$ cat src/rtl/uart_rx.sv
// 8N1 UART receiver: 2-FF input synchronizer, mid-bit sampling FSM
// and a small first-word-fall-through receive FIFO with valid/ready.
module uart_rx #(
    parameter int CLK_FREQ   = 50_000_000,
    parameter int UART_BAUD  = 115200,
    parameter int FIFO_DEPTH = 4
) (
    input  logic                          clk,
    input  logic                          rst,
    input  logic                          rx_in,
    output logic [7:0]                    rx_data,
    output logic                          rx_valid,
    input  logic                          rx_ready,
    output logic                          frame_err,
    output logic                          overrun,
    output logic                          busy,
    output logic [$clog2(FIFO_DEPTH):0]   fifo_count
);

    localparam int BIT_CYCLES  = CLK_FREQ / UART_BAUD;
    localparam int HALF_CYCLES = BIT_CYCLES / 2;
    localparam int CW = (BIT_CYCLES > 2) ? $clog2(BIT_CYCLES) : 1;
    localparam int AW = $clog2(FIFO_DEPTH);
    localparam int NW = AW + 1;

    localparam logic [CW-1:0] BIT_LAST  = CW'(BIT_CYCLES - 1);
    localparam logic [CW-1:0] HALF_LAST = CW'(HALF_CYCLES - 1);
    localparam logic [NW-1:0] FULL_CNT  = NW'(FIFO_DEPTH);

    localparam logic [2:0] S_IDLE  = 3'd0;
    localparam logic [2:0] S_START = 3'd1;
    localparam logic [2:0] S_DATA  = 3'd2;
    localparam logic [2:0] S_STOP  = 3'd3;
    localparam logic [2:0] S_BREAK = 3'd4;

    logic          rx_meta_q;
    logic          rx_s_q;
    logic          rx_prev_q;
    logic [1:0]    fill_q;
    logic          armed_q;
    logic          fall;

    logic [2:0]    state_q, state_d;
    logic [CW-1:0] cnt_q, cnt_d;
    logic [2:0]    idx_q, idx_d;
    logic [7:0]    shift_q, shift_d;
    logic          push;
    logic          ferr;

    logic          frame_err_q;
    logic          overrun_q;

    logic [7:0]    mem [FIFO_DEPTH];
    logic [AW-1:0] wr_ptr_q;
    logic [AW-1:0] rd_ptr_q;
    logic [NW-1:0] count_q;
    logic          full;
    logic          pop;
    logic          wr_en;

    // Synchronize the line; arm edge detection only after a real high is seen.
    always_ff @(posedge clk or posedge rst) begin
        if (rst) begin
            rx_meta_q <= 1'b1;
            rx_s_q    <= 1'b1;
            rx_prev_q <= 1'b1;
            fill_q    <= 2'b00;
            armed_q   <= 1'b0;
        end else begin
            rx_meta_q <= rx_in;
            rx_s_q    <= rx_meta_q;
            rx_prev_q <= rx_s_q;
            fill_q    <= {fill_q[0], 1'b1};
            armed_q   <= armed_q | (fill_q[1] & rx_s_q);
        end
    end

    assign fall = armed_q & rx_prev_q & ~rx_s_q;

    // Frame FSM next state: start validation, data shift, stop check.
    always_comb begin
        state_d = state_q;
        cnt_d   = cnt_q;
        idx_d   = idx_q;
        shift_d = shift_q;
        push    = 1'b0;
        ferr    = 1'b0;
        case (state_q)
            S_IDLE: begin
                if (fall) begin
                    state_d = S_START;
                    cnt_d   = '0;
                end
            end
            S_START: begin
                if (cnt_q == HALF_LAST) begin
                    cnt_d   = '0;
                    idx_d   = 3'd0;
                    state_d = rx_s_q ? S_IDLE : S_DATA;
                end else begin
                    cnt_d = cnt_q + CW'(1);
                end
            end
            S_DATA: begin
                if (cnt_q == BIT_LAST) begin
                    cnt_d          = '0;
                    shift_d[idx_q] = rx_s_q;
                    if (idx_q == 3'd7) begin
                        state_d = S_STOP;
                    end else begin
                        idx_d = idx_q + 3'd1;
                    end
                end else begin
                    cnt_d = cnt_q + CW'(1);
                end
            end
            S_STOP: begin
                if (cnt_q == BIT_LAST) begin
                    cnt_d = '0;
                    if (rx_s_q) begin
                        push    = 1'b1;
                        state_d = S_IDLE;
                    end else begin
                        ferr    = 1'b1;
                        state_d = S_BREAK;
                    end
                end else begin
                    cnt_d = cnt_q + CW'(1);
                end
            end
            S_BREAK: begin
                if (rx_s_q) begin
                    state_d = S_IDLE;
                end
            end
            default: state_d = S_IDLE;
        endcase
    end

    // Frame FSM registers.
    always_ff @(posedge clk or posedge rst) begin
        if (rst) begin
            state_q <= S_IDLE;
            cnt_q   <= '0;
            idx_q   <= 3'd0;
            shift_q <= 8'h00;
        end else begin
            state_q <= state_d;
            cnt_q   <= cnt_d;
            idx_q   <= idx_d;
            shift_q <= shift_d;
        end
    end

    assign full  = (count_q == FULL_CNT);
    assign pop   = rx_valid & rx_ready;
    assign wr_en = push & (~full | pop);

    // FIFO pointers, occupancy and the two one-cycle status pulses.
    always_ff @(posedge clk or posedge rst) begin
        if (rst) begin
            wr_ptr_q    <= '0;
            rd_ptr_q    <= '0;
            count_q     <= '0;
            frame_err_q <= 1'b0;
            overrun_q   <= 1'b0;
        end else begin
            if (wr_en) begin
                wr_ptr_q <= wr_ptr_q + AW'(1);
            end
            if (pop) begin
                rd_ptr_q <= rd_ptr_q + AW'(1);
            end
            count_q     <= count_q + NW'(wr_en) - NW'(pop);
            frame_err_q <= ferr;
            overrun_q   <= push & full & ~pop;
        end
    end

    // FIFO storage; contents need no reset since rx_data is gated by valid.
    always_ff @(posedge clk) begin
        if (wr_en) begin
            mem[wr_ptr_q] <= shift_q;
        end
    end

    assign rx_valid   = (count_q != '0);
    assign rx_data    = rx_valid ? mem[rd_ptr_q] : 8'h00;
    assign fifo_count = count_q;
    assign frame_err  = frame_err_q;
    assign overrun    = overrun_q;
    assign busy       = (state_q != S_IDLE);

endmodule

$ cat config.mk
export PLATFORM = sky130hd
export DESIGN_NAME = uart_rx
export DESIGN_NICKNAME = d
export VERILOG_FILES = /design/src/rtl/uart_rx.sv
export SDC_FILE = /design/constraint.sdc
export NUM_CORES = 1
export LEC_CHECK = 0
export CAP_MARGIN = 0
export CORE_ASPECT_RATIO = 1.25
export CORE_MARGIN = 8
export CORE_UTILIZATION = 55
export CTS_CLUSTER_SIZE = 16
export DETAILED_ROUTE_END_ITERATION = 6
export MAX_ROUTING_LAYER = met4
export PLACE_DENSITY = 0.74
export SYNTH_ARGS = -nofsm -noshare
export SYNTH_HDL_FRONTEND = slang
export SYNTH_SLANG_ARGS = --single-unit
export TNS_END_PERCENT = 1
$ cat constraint.sdc
create_clock -name clk -period 5.1 [get_ports clk]
set_input_delay 0.765 -clock clk [delete_from_list [all_inputs] [get_ports clk]]
set_output_delay 0.765 -clock clk [all_outputs]
set_load 0.01 [all_outputs]
==> results.json, run 1 <==
{
  "hold_viol": 0,
  "ctsResizeCount": 0,
  "worst_pin_slew_ns": 0.9073,
  "rsz0062_at_grt": "false",
  "hp-class": "reg2reg",
  "holdWs_ns": 0.3518,
  "post_cts_buffers": 0,
  "cts_buffer_depth": 2,
  "p_per_area_nw_per_um2": 395.0,
  "wl_um": 5566,
  "die_area_um2": 8716,
  "drc": 0,
  "ys.flop_type": "dfrtp_1",
  "viasPerCell": 5.774,
  "antenna_found_initial": 0,
  "maxCapViolCount": 0,
  "setup_violations": 0,
  "dp_hpwl_um": 4003,
  "dp.cells": 320,
  "place.gp.congestion": 0.8094,
  "cp-start-kind": "flop",
  "die_y_um": 102.4,
  "initial_core_util_pct": 56.83,
  "grt_pass1_wl_um": 9508,
  "io_pins": 19,
  "syn_to_final_growth_pct": 11.85,
  "synth-async-reset-ratio_pct": 54.29,
  "drt_iter0_drc": 92,
  "stdcell_count": 336,
  "clk_latency_ns": 0.34,
  "layout_setup_ws_ns": 2.062,
  "synth_nets": 264,
  "synth_edf_count": 32,
  "cts_buffers": 9,
  "root_buffer": "clkbuf_8",
  "synth_cells": 248,
  "synth_cell_types": 58,
  "synth_warnings": 0,
  "ctsHoldBuffers": 0,
  "drtPass1Iterations": 4,
  "post-route-period-util_pct": 59.57,
  "cp.arrival_ns": 2.27,
  "fin_crit_ns": 3.038,
  "final_core_util_pct": 63.56,
  "path_class": "reg2out",
  "max_slew_margin_pct": 39.51,
  "setup_tns_ns": 0,
  "path_max_fanout": 10,
  "fin_nets": 281,
  "ant_nets": 0,
  "grt_max_degree": 39,
  "critPathRequiredTime_ns": 4.34,
  "grt_pass1_vias": 1981,
  "antenna_cells": 0,
  "yosysSeqAreaShare_pct": 58.32,
  "max_freq_ghz": 0.3291,
  "die_w_um": 85.12,
  "num-fill-cells": 439,
  "num_vias": 1940,
  "grt_util_all_layers_pct": 14.67,
  "cts_sinks": 70,
  "syn_avg_cell_area_um2": 13.24,
  "path_clk_slew_ns": 0.07,
  "htreeDepth": 3,
  "outcome": "finished clean",
  "rows": 31,
  "syn_area_um2": 3284,
  "wl_per_cell_um": 16.57,
  "drive_above_1_share_pct": 13.70,
  "setup.worst_path.end_class": "primary output",
  "pre_cts_ws_ns": 1.833,
  "ys_seq_elements": 70,
  "fin_skew_ns": 0.005903,
  "final_max_slew_viol_count": 0,
  "fp.coreArea_um2": 5779,
  "ir_drop_v": 0.0002057,
  "gr-total-overflow": 0,
  "io_buffers": 18,
  "cts_tree": "yes",
  "leakagePower_nw": 1.536
}
[cell type report]
cell class	instances	area, um^2	share of cell area (%)
Timing Repair Buffer	19	187.7	5.109
Tap cell	66	82.58	2.248
Multi-Input combinational cell	153	1252	34.09
Clock inverter	6	62.56	1.703
Sequential cell	70	1916	52.15
Inverter	12	45.04	1.226
Clock buffer	10	127.6	3.474
[report_power, final]
part / switching (W) / total [W] / internal [W]
combinational: 0.000124 / 0.000275 / 0.000151
clock: 0.000202 / 0.000426 / 0.000224
sequential: 0.000110 / 0.000750 / 0.000640
[Yosys cell counts (4+ instances only)]
library cell	instances	share of area [%]
mux2_1	6	2.1
nand2_1	17	1.9
inv_1	12	1.4
nand3_1	4	0.61
and2_1	14	2.7
ha_1	11	4.2
xnor2_1	4	1.1
nor2_1	9	1.0
a21oi_1	7	1.1
mux4_2	8	5.5
o21ai_0	6	0.91
nand3b_1	4	0.91
nor3_1	5	0.76
a22o_1	4	1.1
dfrtp_1	35	27
clkbuf_1	7	0.80
edfxtp_1	32	29
[cell usage in the layout, fill, tap and decap left out, types with 8 or more instances in the layout]
| cell | n |
|---|---|
| edfxtp_1 | 32 |
| dfrtp_1 | 35 |
| clkbuf_8 | 9 |
| inv_1 | 12 |
| mux4_2 | 8 |
| nor2_1 | 9 |
| clkdlybuf4s50_1 | 18 |
| ha_1 | 11 |
| nand2_1 | 17 |
| and2_1 | 14 |
[per-stage QoR]
stage | area (um^2) | power [W]
after global routing | 3674 | 0.001539
final | 3674 | 0.001451
after global placement | 3483 | 0.001027
after CTS | 3674 | 0.001470
after floorplan | 3284 | 0.0009574
after detailed placement | 3483 | 0.001042
[registers in the layout (all words and copies together), names as in the netlist]
| name | cells |
|---|---|
| shift_q | 8 |
| wr_ptr_q | 2 |
| rd_ptr_q | 2 |
| mem | 32 |
| rx_s_q | 1 |
| fill_q | 2 |
| armed_q | 1 |
| cnt_q | 9 |
| overrun | 1 |
| state_q | 3 |
| rx_meta_q | 1 |
| idx_q | 3 |
| frame_err | 1 |
| rx_prev_q | 1 |
| fifo_count | 3 |
[critical path: stages (launching register included)]
cell             delay [ns]
dfrtp_1                0.71
mux4_2                 0.58
and2_1                 0.17
clkdlybuf4s50_1        0.47
[layer usage]
layer | share of wire (%) | vias to the layer above | track usage (%)
met5 | 0 | - | -
met4 | 1.0 | 0 | 7.830
met3 | 3.3 | 6 | 3.781
met2 | 54 | 36 | 24.88
met1 | 42 | 961 | 15.47
li1 | - | 937 | -
[worst paths after layout]
kind                                          from                 endpoint  slack, ns  cells after the start
max                        rd_ptr_q[0]$_DFFE_PP0P_               rx_data[3]       2.06                      3
min                            fill_q[0]$_DFF_PP0_      fill_q[1]$_DFF_PP0_       0.35                      0
max reg2reg                   cnt_q[1]$_DFFE_PP0P_  fifo_count[2]$_DFF_PP0_       2.11                     13
min reg2reg                    fill_q[0]$_DFF_PP0_      fill_q[1]$_DFF_PP0_       0.35                      0
max in group asynchronous                      rst      rx_meta_q$_DFF_PP1_       3.91                      3
min in group asynchronous                      rst        overrun$_DFF_PP0_       0.83                      3
[cell families after synthesis]
family,synth area share [%]
and+or+nand+nor,15.54
DFF,58.32
AOI/OAI and AO/OA,7.353
buffers and inverters,3.543
muxes,8.990
adders and majority gates,4.800
xor gates and xnor gates,1.333
other,0.1142
No activity file was read; power rests on OpenSTA's default activity.
==> run 2: changes to the inputs <==
Clock period 5.1 ns to 3 ns, I/O delays scaled along.
==> results.json, run 2 (synthesis results as in run 1) <==
{
  "outcome": "finished clean",
  "crit_chain": "inv_1 -> ha_1 -> nand4b_4 -> or2_4 -> nor4_4 -> inv_1 -> ha_1 -> inv_1 -> ha_1 -> inv_1 -> fa_1 -> xnor2_1 -> xnor2_1",
  "fin_nets": 285,
  "final_max_slew_viol_count": 0,
  "setup_violations": 0,
  "ctsHoldBuffers": 0,
  "antenna_cells": 0,
  "worst_pin_slew_ns": 0.5823,
  "maxCapViolCount": 0,
  "fp.coreArea_um2": 5779,
  "p_per_area_nw_per_um2": 680.7,
  "reg_top3": "mem: 32 flops, cnt_q: 9 flops, shift_q: 8 flops",
  "io_buffers": 18,
  "p_clk_share_pct": 31.1,
  "cp-start-kind": "flop",
  "crit_path_frequent_cell": "inv_1",
  "num-fill-cells": 447,
  "path_clk_slew_ns": 0.07,
  "clk_latency_ns": 0.34,
  "combPwrFrac_pct": 18.6,
  "largest_reg_flops": 32,
  "post-route-period-util_pct": 90.82,
  "cp_slowest_stage_delay_ns": 0.42,
  "syn_to_final_growth_pct": 13.26,
  "regMostFlops": "mem",
  "setup_tns_ns": 0,
  "power_switching_w": 0.0007254,
  "num_vias": 1980,
  "final_common_cell": "dfrtp_1",
  "ant_nets": 0,
  "setup.worst_path.end_class": "flop",
  "leakagePower_nw": 1.568,
  "grt_util_all_layers_pct": 14.70,
  "cts_buffers": 9,
  "place.gp.congestion": 0.8220,
  "die_w_um": 85.12,
  "grt_pass1_vias": 1952,
  "seqPwrFrac_pct": 50.3,
  "max_slew_margin_pct": 61.18,
  "rows": 31,
  "htreeDepth": 3,
  "drive_above_1_share_pct": 15.02,
  "drtPass1Iterations": 5,
  "gr-total-overflow": 0,
  "fin_crit_ns": 2.725,
  "hp-class": "reg2reg",
  "crit_slowest_cell": "dfrtp_1",
  "hold_viol": 0,
  "initial_core_util_pct": 56.83,
  "grt_max_degree": 39,
  "viasPerCell": 5.841,
  "max_freq_ghz": 0.3670,
  "p_int_w": 0.001807,
  "cp.arrival_ns": 2.95,
  "fin_skew_ns": 0.01014,
  "path_max_fanout": 6,
  "wl_per_cell_um": 16.76,
  "swShare_pct": 28.65,
  "final_core_util_pct": 64.36,
  "path_class": "reg2reg",
  "cts_sinks": 70,
  "drt_iter0_drc": 98,
  "critPathRequiredTime_ns": 3.23,
  "cts_tree": "yes",
  "drc": 0,
  "antenna_found_initial": 0,
  "die_y_um": 102.4,
  "ir_drop_v": 0.0004336,
  "io_pins": 19,
  "dp_hpwl_um": 4035,
  "grt_pass1_wl_um": 9556,
  "wl_um": 5681,
  "die_area_um2": 8716,
  "mostFrequentLayoutCells": "dfrtp_1 (35), edfxtp_1 (32), clkdlybuf4s50_1 (18)",
  "cts_buffer_depth": 2,
  "rsz0062_at_grt": "false",
  "root_buffer": "clkbuf_8"
}
run 2: worst max-delay path: cells and delay by family (launching register included):
kind	cells	cell delay [ns]
xor gates and xnor gates	2	0.27
adders and majority gates	4	0.99
buffers and inverters	4	0.27
DFF	1	0.42
and+or+nand+nor	3	0.66
run 2: metal layers:
layer	global-route usage, %	vias to the layer above	wire (um)
li1	-	954	-
met1	15.55	971	2364
met2	24.82	45	2965
met3	4.505	10	220
met4	6.731	0	131
met5	-	-	0
run 2: power by group through the flow:
stage	registers, W	logic [W]	clock network, W
floorplan	0.00119	0.000433	0
global route	0.00130	0.000534	0.000842
finish	0.00127	0.000472	0.000788
global placement	0.00128	0.000464	0
detailed placement	0.00130	0.000478	0
CTS	0.00128	0.000480	0.000805
run 2: final timing paths:
path,start,end,slack [ns],cells after the start
max,cnt_q[1]$_DFFE_PP0P_,fifo_count[2]$_DFF_PP0_,0.28,13
min,fill_q[0]$_DFF_PP0_,fill_q[1]$_DFF_PP0_,0.35,0
max reg2reg,cnt_q[1]$_DFFE_PP0P_,fifo_count[2]$_DFF_PP0_,0.28,13
min reg2reg,fill_q[0]$_DFF_PP0_,fill_q[1]$_DFF_PP0_,0.35,0
max in group asynchronous,rst,rx_prev_q$_DFF_PP1_,2.12,3
min in group asynchronous,rst,armed_q$_DFF_PP0_,0.52,3
run 2: through the flow:
| stage | hold WS [ns] | power, W | worst slack (ns) | cells | instance area (um^2) |
|---|---|---|---|---|---|
| 3_3_place_gp | 0.3352 | 0.001746 | 0.3044 | 324 | 3513 |
| 3_5_place_dp | 0.3373 | 0.001774 | 0.2109 | 324 | 3513 |
| 5_1_grt | 0.3555 | 0.002677 | 0.05484 | 339 | 3720 |
| 2_1_floorplan | 0.3312 | 0.001628 | 0.2368 | 248 | 3284 |
| 4_1_cts | 0.3532 | 0.002561 | 0.1850 | 339 | 3717 |
| 6_report | 0.3499 | 0.002532 | 0.2753 | 339 | 3720 |
run 2: timing repair:
item                       in CTS  in global routing
resized for setup               0                  1
setup endpoints to repair       0                  1
setup buffers                   0                  0
run 2: final cells by class:
class,instances,area (um^2),share of cell area (%)
clock buffer,10,127.6,3.431
clock inverter,5,76.32,2.052
inverter,12,45.04,1.211
multi-input combinational,153,1255,33.74
sequential,70,1916,51.50
tap,66,82.58,2.220
timing repair buffer,23,217.7,5.853
